**src/rtl/noc_flit_pkg.sv**
```systemverilog
// Shared NoC flit definitions for the AXIS-over-NoC adapter pair:
// link/flit bit positions, head-field offsets, packetizer FSM states
// and flit builder helpers.
package noc_flit_pkg;

  localparam int FLIT_W         = 36;
  localparam int PAYLOAD_W      = 32;
  localparam int LINK_VALID_BIT = 35;
  localparam int CTRL_TAIL      = 34;
  localparam int CTRL_HEAD      = 33;
  localparam int CTRL_VALID     = 32;
  localparam int HDR_DEST_LSB   = 28;
  localparam int HDR_SRC_LSB    = 24;

  typedef enum logic {
    ST_IDLE = 1'b0,  // ready to emit a head flit
    ST_TAIL = 1'b1   // head sent, tail pending
  } pkt_state_e;

  // Head flit: link valid, ctrl {tail=0, head=1, valid=1}, dest, src, zero pad.
  function automatic logic [FLIT_W-1:0] make_head(input logic [3:0] dest,
                                                  input logic [3:0] src);
    logic [FLIT_W-1:0] f;
    f                     = {FLIT_W{1'b0}};
    f[LINK_VALID_BIT]     = 1'b1;
    f[CTRL_HEAD]          = 1'b1;
    f[CTRL_VALID]         = 1'b1;
    f[HDR_DEST_LSB +: 4]  = dest;
    f[HDR_SRC_LSB +: 4]   = src;
    return f;
  endfunction

  // Tail flit: link valid, ctrl {tail=1, head=0, valid=1}, payload.
  function automatic logic [FLIT_W-1:0] make_tail(input logic [PAYLOAD_W-1:0] data);
    logic [FLIT_W-1:0] f;
    f                   = {FLIT_W{1'b0}};
    f[LINK_VALID_BIT]   = 1'b1;
    f[CTRL_TAIL]        = 1'b1;
    f[CTRL_VALID]       = 1'b1;
    f[PAYLOAD_W-1:0]    = data;
    return f;
  endfunction

endpackage

```
**src/rtl/axis2noc_fifo.sv**
```systemverilog
// First-word-fall-through FIFO with full/empty flags and asynchronous
// active-high reset. rd_data always shows the oldest entry while !empty.
// Writes while full and reads while empty are ignored.
module axis2noc_fifo #(
  parameter int WIDTH = 32,
  parameter int DEPTH = 4
) (
  input  logic             clk,
  input  logic             rst,
  input  logic             wr_en,
  input  logic [WIDTH-1:0] wr_data,
  input  logic             rd_en,
  output logic [WIDTH-1:0] rd_data,
  output logic             full,
  output logic             empty
);

  localparam int AW = $clog2(DEPTH);

  logic [WIDTH-1:0] mem_r [DEPTH];
  logic [AW-1:0]    wr_ptr_r;
  logic [AW-1:0]    rd_ptr_r;
  logic [AW:0]      count_r;
  logic             wr_ok_s;
  logic             rd_ok_s;

  assign full    = (count_r == (AW+1)'(DEPTH));
  assign empty   = (count_r == (AW+1)'(0));
  assign wr_ok_s = wr_en && !full;
  assign rd_ok_s = rd_en && !empty;
  assign rd_data = mem_r[rd_ptr_r];

  // Pointer and occupancy bookkeeping; depth is a power of two so pointers wrap naturally.
  always_ff @(posedge clk or posedge rst) begin
    if (rst) begin
      wr_ptr_r <= AW'(0);
      rd_ptr_r <= AW'(0);
      count_r  <= (AW+1)'(0);
    end else begin
      if (wr_ok_s) begin
        wr_ptr_r <= wr_ptr_r + AW'(1);
      end
      if (rd_ok_s) begin
        rd_ptr_r <= rd_ptr_r + AW'(1);
      end
      case ({wr_ok_s, rd_ok_s})
        2'b10:   count_r <= count_r + (AW+1)'(1);
        2'b01:   count_r <= count_r - (AW+1)'(1);
        default: count_r <= count_r;
      endcase
    end
  end

  // Storage array; contents need no reset since the flags gate every read.
  always_ff @(posedge clk) begin
    if (wr_ok_s) begin
      mem_r[wr_ptr_r] <= wr_data;
    end
  end

endmodule

```
**src/rtl/axis_to_noc_packetizer.sv**
```systemverilog
// AXI-Stream to NoC injection stage. Each buffered beat leaves as a
// head flit (routing) followed by a tail flit (payload) on a registered
// 36-bit link, gated by a downstream credit counter.
// Optional feature macro: AXIS2NOC_TDEST_EN -- adds axis_tdest and
// carries a per-beat destination through the FIFO into the head flit.
module axis_to_noc_packetizer
  import noc_flit_pkg::*;
#(
  parameter int         FIFO_DEPTH = 4,
  parameter int         CREDITS    = 2,
  parameter logic [3:0] SRC_ID     = 4'h0,
  parameter logic [3:0] DEST_ID    = 4'h1
) (
  input  logic              clk,
  input  logic              rst,
  input  logic              axis_tvalid,
  output logic              axis_tready,
  input  logic [31:0]       axis_tdata,
`ifdef AXIS2NOC_TDEST_EN
  input  logic [3:0]        axis_tdest,
`endif
  output logic [FLIT_W-1:0] noc_out,
  input  logic              noc_credit_in,
  output logic              credit_overflow
);

  localparam int CW = $clog2(CREDITS + 1);
`ifdef AXIS2NOC_TDEST_EN
  localparam int DW = PAYLOAD_W + 4;
`else
  localparam int DW = PAYLOAD_W;
`endif

  pkt_state_e        state_r;
  pkt_state_e        state_nxt_s;
  logic [FLIT_W-1:0] flit_nxt_s;
  logic              send_s;
  logic              pop_s;
  logic [CW-1:0]     cnt_r;
  logic [CW-1:0]     cnt_nxt_s;
  logic              ovf_set_s;
  logic              overflow_r;
  logic [DW-1:0]     fifo_wdata_s;
  logic [DW-1:0]     fifo_rdata_s;
  logic              fifo_full_s;
  logic              fifo_empty_s;
  logic [3:0]        head_dest_s;

`ifdef AXIS2NOC_TDEST_EN
  assign fifo_wdata_s = {axis_tdest, axis_tdata};
  assign head_dest_s  = fifo_rdata_s[DW-1 -: 4];
`else
  assign fifo_wdata_s = axis_tdata;
  assign head_dest_s  = DEST_ID;
`endif

  assign axis_tready     = !fifo_full_s;
  assign credit_overflow = overflow_r;

  axis2noc_fifo #(
    .WIDTH (DW),
    .DEPTH (FIFO_DEPTH)
  ) u_fifo (
    .clk     (clk),
    .rst     (rst),
    .wr_en   (axis_tvalid),
    .wr_data (fifo_wdata_s),
    .rd_en   (pop_s),
    .rd_data (fifo_rdata_s),
    .full    (fifo_full_s),
    .empty   (fifo_empty_s)
  );

  // Packet FSM: head peeks the FIFO, tail pops it. Returning to IDLE after
  // a tail lets the next head go out on the very next cycle (no bubble).
  always_comb begin
    state_nxt_s = state_r;
    flit_nxt_s  = {FLIT_W{1'b0}};
    send_s      = 1'b0;
    pop_s       = 1'b0;
    case (state_r)
      ST_IDLE: begin
        if (!fifo_empty_s && (cnt_r != CW'(0))) begin
          flit_nxt_s  = make_head(head_dest_s, SRC_ID);
          send_s      = 1'b1;
          state_nxt_s = ST_TAIL;
        end else begin
          state_nxt_s = ST_IDLE;
        end
      end
      ST_TAIL: begin
        if (cnt_r != CW'(0)) begin
          flit_nxt_s  = make_tail(fifo_rdata_s[PAYLOAD_W-1:0]);
          send_s      = 1'b1;
          pop_s       = 1'b1;
          state_nxt_s = ST_IDLE;
        end else begin
          state_nxt_s = ST_TAIL;
        end
      end
      default: begin
        state_nxt_s = ST_IDLE;
      end
    endcase
  end

  // Credit arithmetic: send consumes, return replenishes, a return at full
  // credit without a send saturates and raises the sticky error.
  always_comb begin
    cnt_nxt_s = cnt_r;
    ovf_set_s = 1'b0;
    if (send_s && !noc_credit_in) begin
      cnt_nxt_s = cnt_r - CW'(1);
    end else if (!send_s && noc_credit_in) begin
      if (cnt_r == CW'(CREDITS)) begin
        ovf_set_s = 1'b1;
      end else begin
        cnt_nxt_s = cnt_r + CW'(1);
      end
    end else begin
      cnt_nxt_s = cnt_r;
    end
  end

  // FSM state and registered link output; reset drops any half-sent packet.
  always_ff @(posedge clk or posedge rst) begin
    if (rst) begin
      state_r <= ST_IDLE;
      noc_out <= {FLIT_W{1'b0}};
    end else begin
      state_r <= state_nxt_s;
      noc_out <= flit_nxt_s;
    end
  end

  // Credit counter and sticky overflow flag; returns during reset are ignored.
  always_ff @(posedge clk or posedge rst) begin
    if (rst) begin
      cnt_r      <= CW'(CREDITS);
      overflow_r <= 1'b0;
    end else begin
      cnt_r      <= cnt_nxt_s;
      overflow_r <= overflow_r | ovf_set_s;
    end
  end

endmodule

```
**config.mk**
```make
export PLATFORM = sky130hd
export DESIGN_NAME = axis_to_noc_packetizer
export DESIGN_NICKNAME = d
export VERILOG_FILES = /design/src/rtl/noc_flit_pkg.sv /design/src/rtl/axis2noc_fifo.sv /design/src/rtl/axis_to_noc_packetizer.sv
export SDC_FILE = /design/constraint.sdc
export NUM_CORES = 1
export LEC_CHECK = 0
export ABC_AREA = 1
export ABC_CLOCK_PERIOD_IN_PS = 2300
export BUFFER_PORTS_ARGS = -buffer_cell sky130_fd_sc_hd__buf_2
export CAP_MARGIN = 20
export CORE_UTILIZATION = 45
export CTS_BUF_LIST = sky130_fd_sc_hd__clkbuf_8 sky130_fd_sc_hd__clkbuf_16
export DETAILED_ROUTE_END_ITERATION = 16
export GPL_TIMING_DRIVEN = 0
export PLACE_DENSITY = 0.72
export SLEW_MARGIN = 20
export SYNTH_ARGS = -nofsm -noshare
export SYNTH_HDL_FRONTEND = slang
export SYNTH_HIERARCHICAL = 1
export SYNTH_SLANG_ARGS = --single-unit
```
**constraint.sdc**
```tcl
create_clock -name clk -period 2.3 [get_ports clk]
set_clock_uncertainty 0.05 [all_clocks]
set_input_delay 0.23 -clock clk [delete_from_list [all_inputs] [get_ports clk]]
set_output_delay 0.23 -clock clk [all_outputs]
set_load 0.01 [all_outputs]
```
==> results.yml <==
timing:
  fin_crit_ns: 2.07
  slew_violations: 0
  fmax_mhz: 483
  slew_headroom_pct: 55.3
  fin_hold_ws_ns: 0.0464
  fin_crit_sh_pct: 90.0
  setup_viol: 0
  worst_pin_slew_ns: 0.669
  hold_violations: 0
  rsz0062_at_grt: "false"
pwr:
  seqPwrFrac_pct: 39.7
  netSwitchingPower_uw: 3900
  power_frac_clock_pct: 23.6
  power_density_nw_per_um2: 1270
  swShare_pct: 35.3
  p_leak_uw: 0.00386
  internal_power_uw: 7130
  p_comb_share_pct: 36.7
  peakVddDrop_v: 0.000771
worst_setup_path:
  crit_path_end_kind: "flip-flop"
  worstPathCellList: "inv_1 -> nand3_1 -> nand2_2 -> ha_1 -> inv_1 -> fa_1 -> nand2_1 -> nand3_1 -> nand2_1 -> nand2_1"
  cp_slowest_cell: "dfrtp_1"
  crit_arrival_ns: 2.34
  path_class: "flip-flop to flip-flop"
  r2r_cells: 10
  path_buf_inv: 2
  rrSetupSlack_ns: 0.23
  worstPathRequired_ns: 2.57
  max_stage_delay_ns: 0.39
  crit_top_cell: "nand2_1"
  worstReg2RegEnd: "u_fifo/count_r[2]"
  crit_family: "simple AND/OR/NAND/NOR gates"
  crit_fanout: 7
  reg2reg_from: "u_fifo/count_r[0]"
  cp-start-kind: "flip-flop"
cells_and_area:
  drive_above_1_share_pct: 20.6
  final_cell_mix: "nand2_1 (149), edfxtp_1 (128), inv_1 (93)"
  stdcell_count: 910
  final_common_cell: "nand2_1"
  final_cell_area_um2: 8680
  nets: 753
  fin_util_pct: 57.1
  n_antenna_cell: 0
  syn_to_final_growth_pct: 23.5
worst_hold_path:
  worstHoldStart: "axis_tvalid"
  min_path_cells: 3
  hold_path_end: "u_fifo/wr_ptr_r[1]"
  hold_path_class: "primary input to flip-flop"
run_status:
  status: "finished, final reports clean"
global_routing:
  overflow: 0
  grt_max_degree: 21
  grt_usage_pct: 19.3
  grt_pass1_wl_um: 23200
  antenna_found_initial: 0
  grt_pass1_vias: 4656
placed_design:
  place.gp.congestion: 0.773
  dp_hpwl_um: 9500
  dpl_cell_area_um2: 7800
  portBuffers: 73
  placed_cells: 845
drt:
  drtAntennaViolNets: 0
  drc_errors: 0
  wire_per_inst_um: 15.8
  first_pass_iters: 5
  vias_per_cell: 5.05
  wl_um: 14400
  num_vias: 4594
  drt_iter0_drc: 280
flow_run:
  cap_violations: 0
synth:
  ys_ff_latch: 174
  avgSynthCellArea_um2: 12.1
  synthCells: 579
  ys_seq_area_share_pct: 71.0
  yosysWarnings: 6
  synth_area_um2: 7030
  synthesis.nets: 623
  synth.distinct_cells: 25
floorplanning:
  dieWidth_um: 127
  io_pins: 74
  die_y_um: 127
  initial_core_util_pct: 46.3
  die-area_um2: 16100
  num_rows: 45
  fp.coreArea_um2: 15200
clock_network:
  cts_made_buffers: 17
  htreeDepth: 4
  cts_setup_buffers: 0
  worstSkewPairLatency_ns: 0.43
  clock-sinks: 174
  clkTransAtPathRegs_ns: 0.06
  cts_tree: "done"
  root_buffer: "clkbuf_16"
  clockBufferDepth: 2
worst max-delay path by stage:
stage,cells after the start,slack [ns],from,endpoint
2_1_floorplan,4,-0.23,u_fifo/count_r[0],u_fifo/mem_r[0][0]
3_3_place_gp,4,-1.44,u_fifo/count_r[0],u_fifo/mem_r[0][8]
3_5_place_dp,10,0.12,u_fifo/count_r[0],u_fifo/count_r[2]
4_1_cts,10,0.10,u_fifo/count_r[0],u_fifo/count_r[2]
5_1_grt,11,0.08,cnt_r[1],u_fifo/count_r[2]
6_report,10,0.23,u_fifo/count_r[0],u_fifo/count_r[2]
power by group through the flow:
stage / clock (uW) / sequential, uW / combinational [uW]
2_1_floorplan: 0 / 4510 / 2590
3_3_place_gp: 0 / 4450 / 3680
3_5_place_dp: 0 / 4440 / 4010
4_1_cts: 2640 / 4380 / 4060
5_1_grt: 2760 / 4440 / 4500
6_report: 2610 / 4380 / 4050
per-layer routing:
| metal | global-route usage, % | wire length [um] | vias up |
|---|---|---|---|
| met1 | 22.5 | 5810 | 2237 |
| met4 | 9.45 | 353 | 0 |
| met3 | 4.06 | 810 | 29 |
| li1 | - | - | 2178 |
| met5 | 0 | 0 | - |
| met2 | 33.9 | 7410 | 150 |
sequential cells by signal, indices dropped and copies added, names as in the netlist:
register         count
u_fifo/mem_r       128
noc_out             35
u_fifo/count_r       3
cnt_r                2
u_fifo/rd_ptr_r      2
u_fifo/wr_ptr_r      2
credit_overflow      1
state_r              1
Yosys cell counts:
master,instances,area (um2)
nand2_2,5,31.3
dfrtp_1,45,1130
buf_2,4,20.0
o211ai_1,64,480
ha_1,7,87.6
inv_2,3,11.3
a21oi_1,2,10.0
o21ai_1,1,5.00
buf_4,5,37.5
nand4_1,2,12.5
dfstp_2,1,26.3
nor2_1,38,143
buf_12,1,20.0
nand2_1,150,563
buf_8,2,30.0
clkbuf_1,4,15.0
xnor2_1,1,8.76
nand2_4,1,11.3
edfxtp_1,128,3840
buf_6,12,135
nand3_1,8,40.0
inv_1,92,345
nor2_2,1,6.26
fa_1,1,20.0
o21ai_0,1,5.00
worst register-to-register path: stages (launching register included):
cell and delay, ns:
dfrtp_1 0.39, inv_1 0.12, nand3_1 0.17, nand2_2 0.27
ha_1 0.21, inv_1 0.06, fa_1 0.38, nand2_1 0.11
nand3_1 0.08, nand2_1 0.06, nand2_1 0.04
cell families after synthesis:
family | Yosys count | synth area share, %
AND/OR/NAND/NOR | 205 | 11.5
buffers and inverters | 123 | 8.73
XOR/XNOR | 1 | 0.125
AO/OA/AOI/OAI | 68 | 7.11
adder cells (fa/ha/maj) | 8 | 1.53
flip-flops | 174 | 71.0
cell type report:
cell class,instances,area (um2)
fillers,1229,6520
flip-flops and latches,174,5000
multi-input cells,282,1460
repair buffers,111,833
clock buffers,21,480
inverters,95,357
plain buffers,28,258
well taps,188,235
clock inverters,11,68.8
through the flow:
| step | setup WS [ns] | total power (uW) | setup TNS (ns) |
|---|---|---|---|
| floorplan | -0.233 | 7100 | -29.77 |
| global placement | -1.44 | 8120 | -177.46 |
| detailed placement | 0.116 | 8440 | 0 |
| CTS | 0.101 | 11100 | 0 |
| global route | 0.0754 | 11700 | 0 |
| finish | 0.231 | 11000 | 0 |
repair_timing:
item                       in CTS  in global routing
hold endpoints to repair      153                  0
gates resized for setup         0                  1
hold buffers                   33                  0
setup endpoints to repair       0                  1
(Power assumes the default switching activity.)
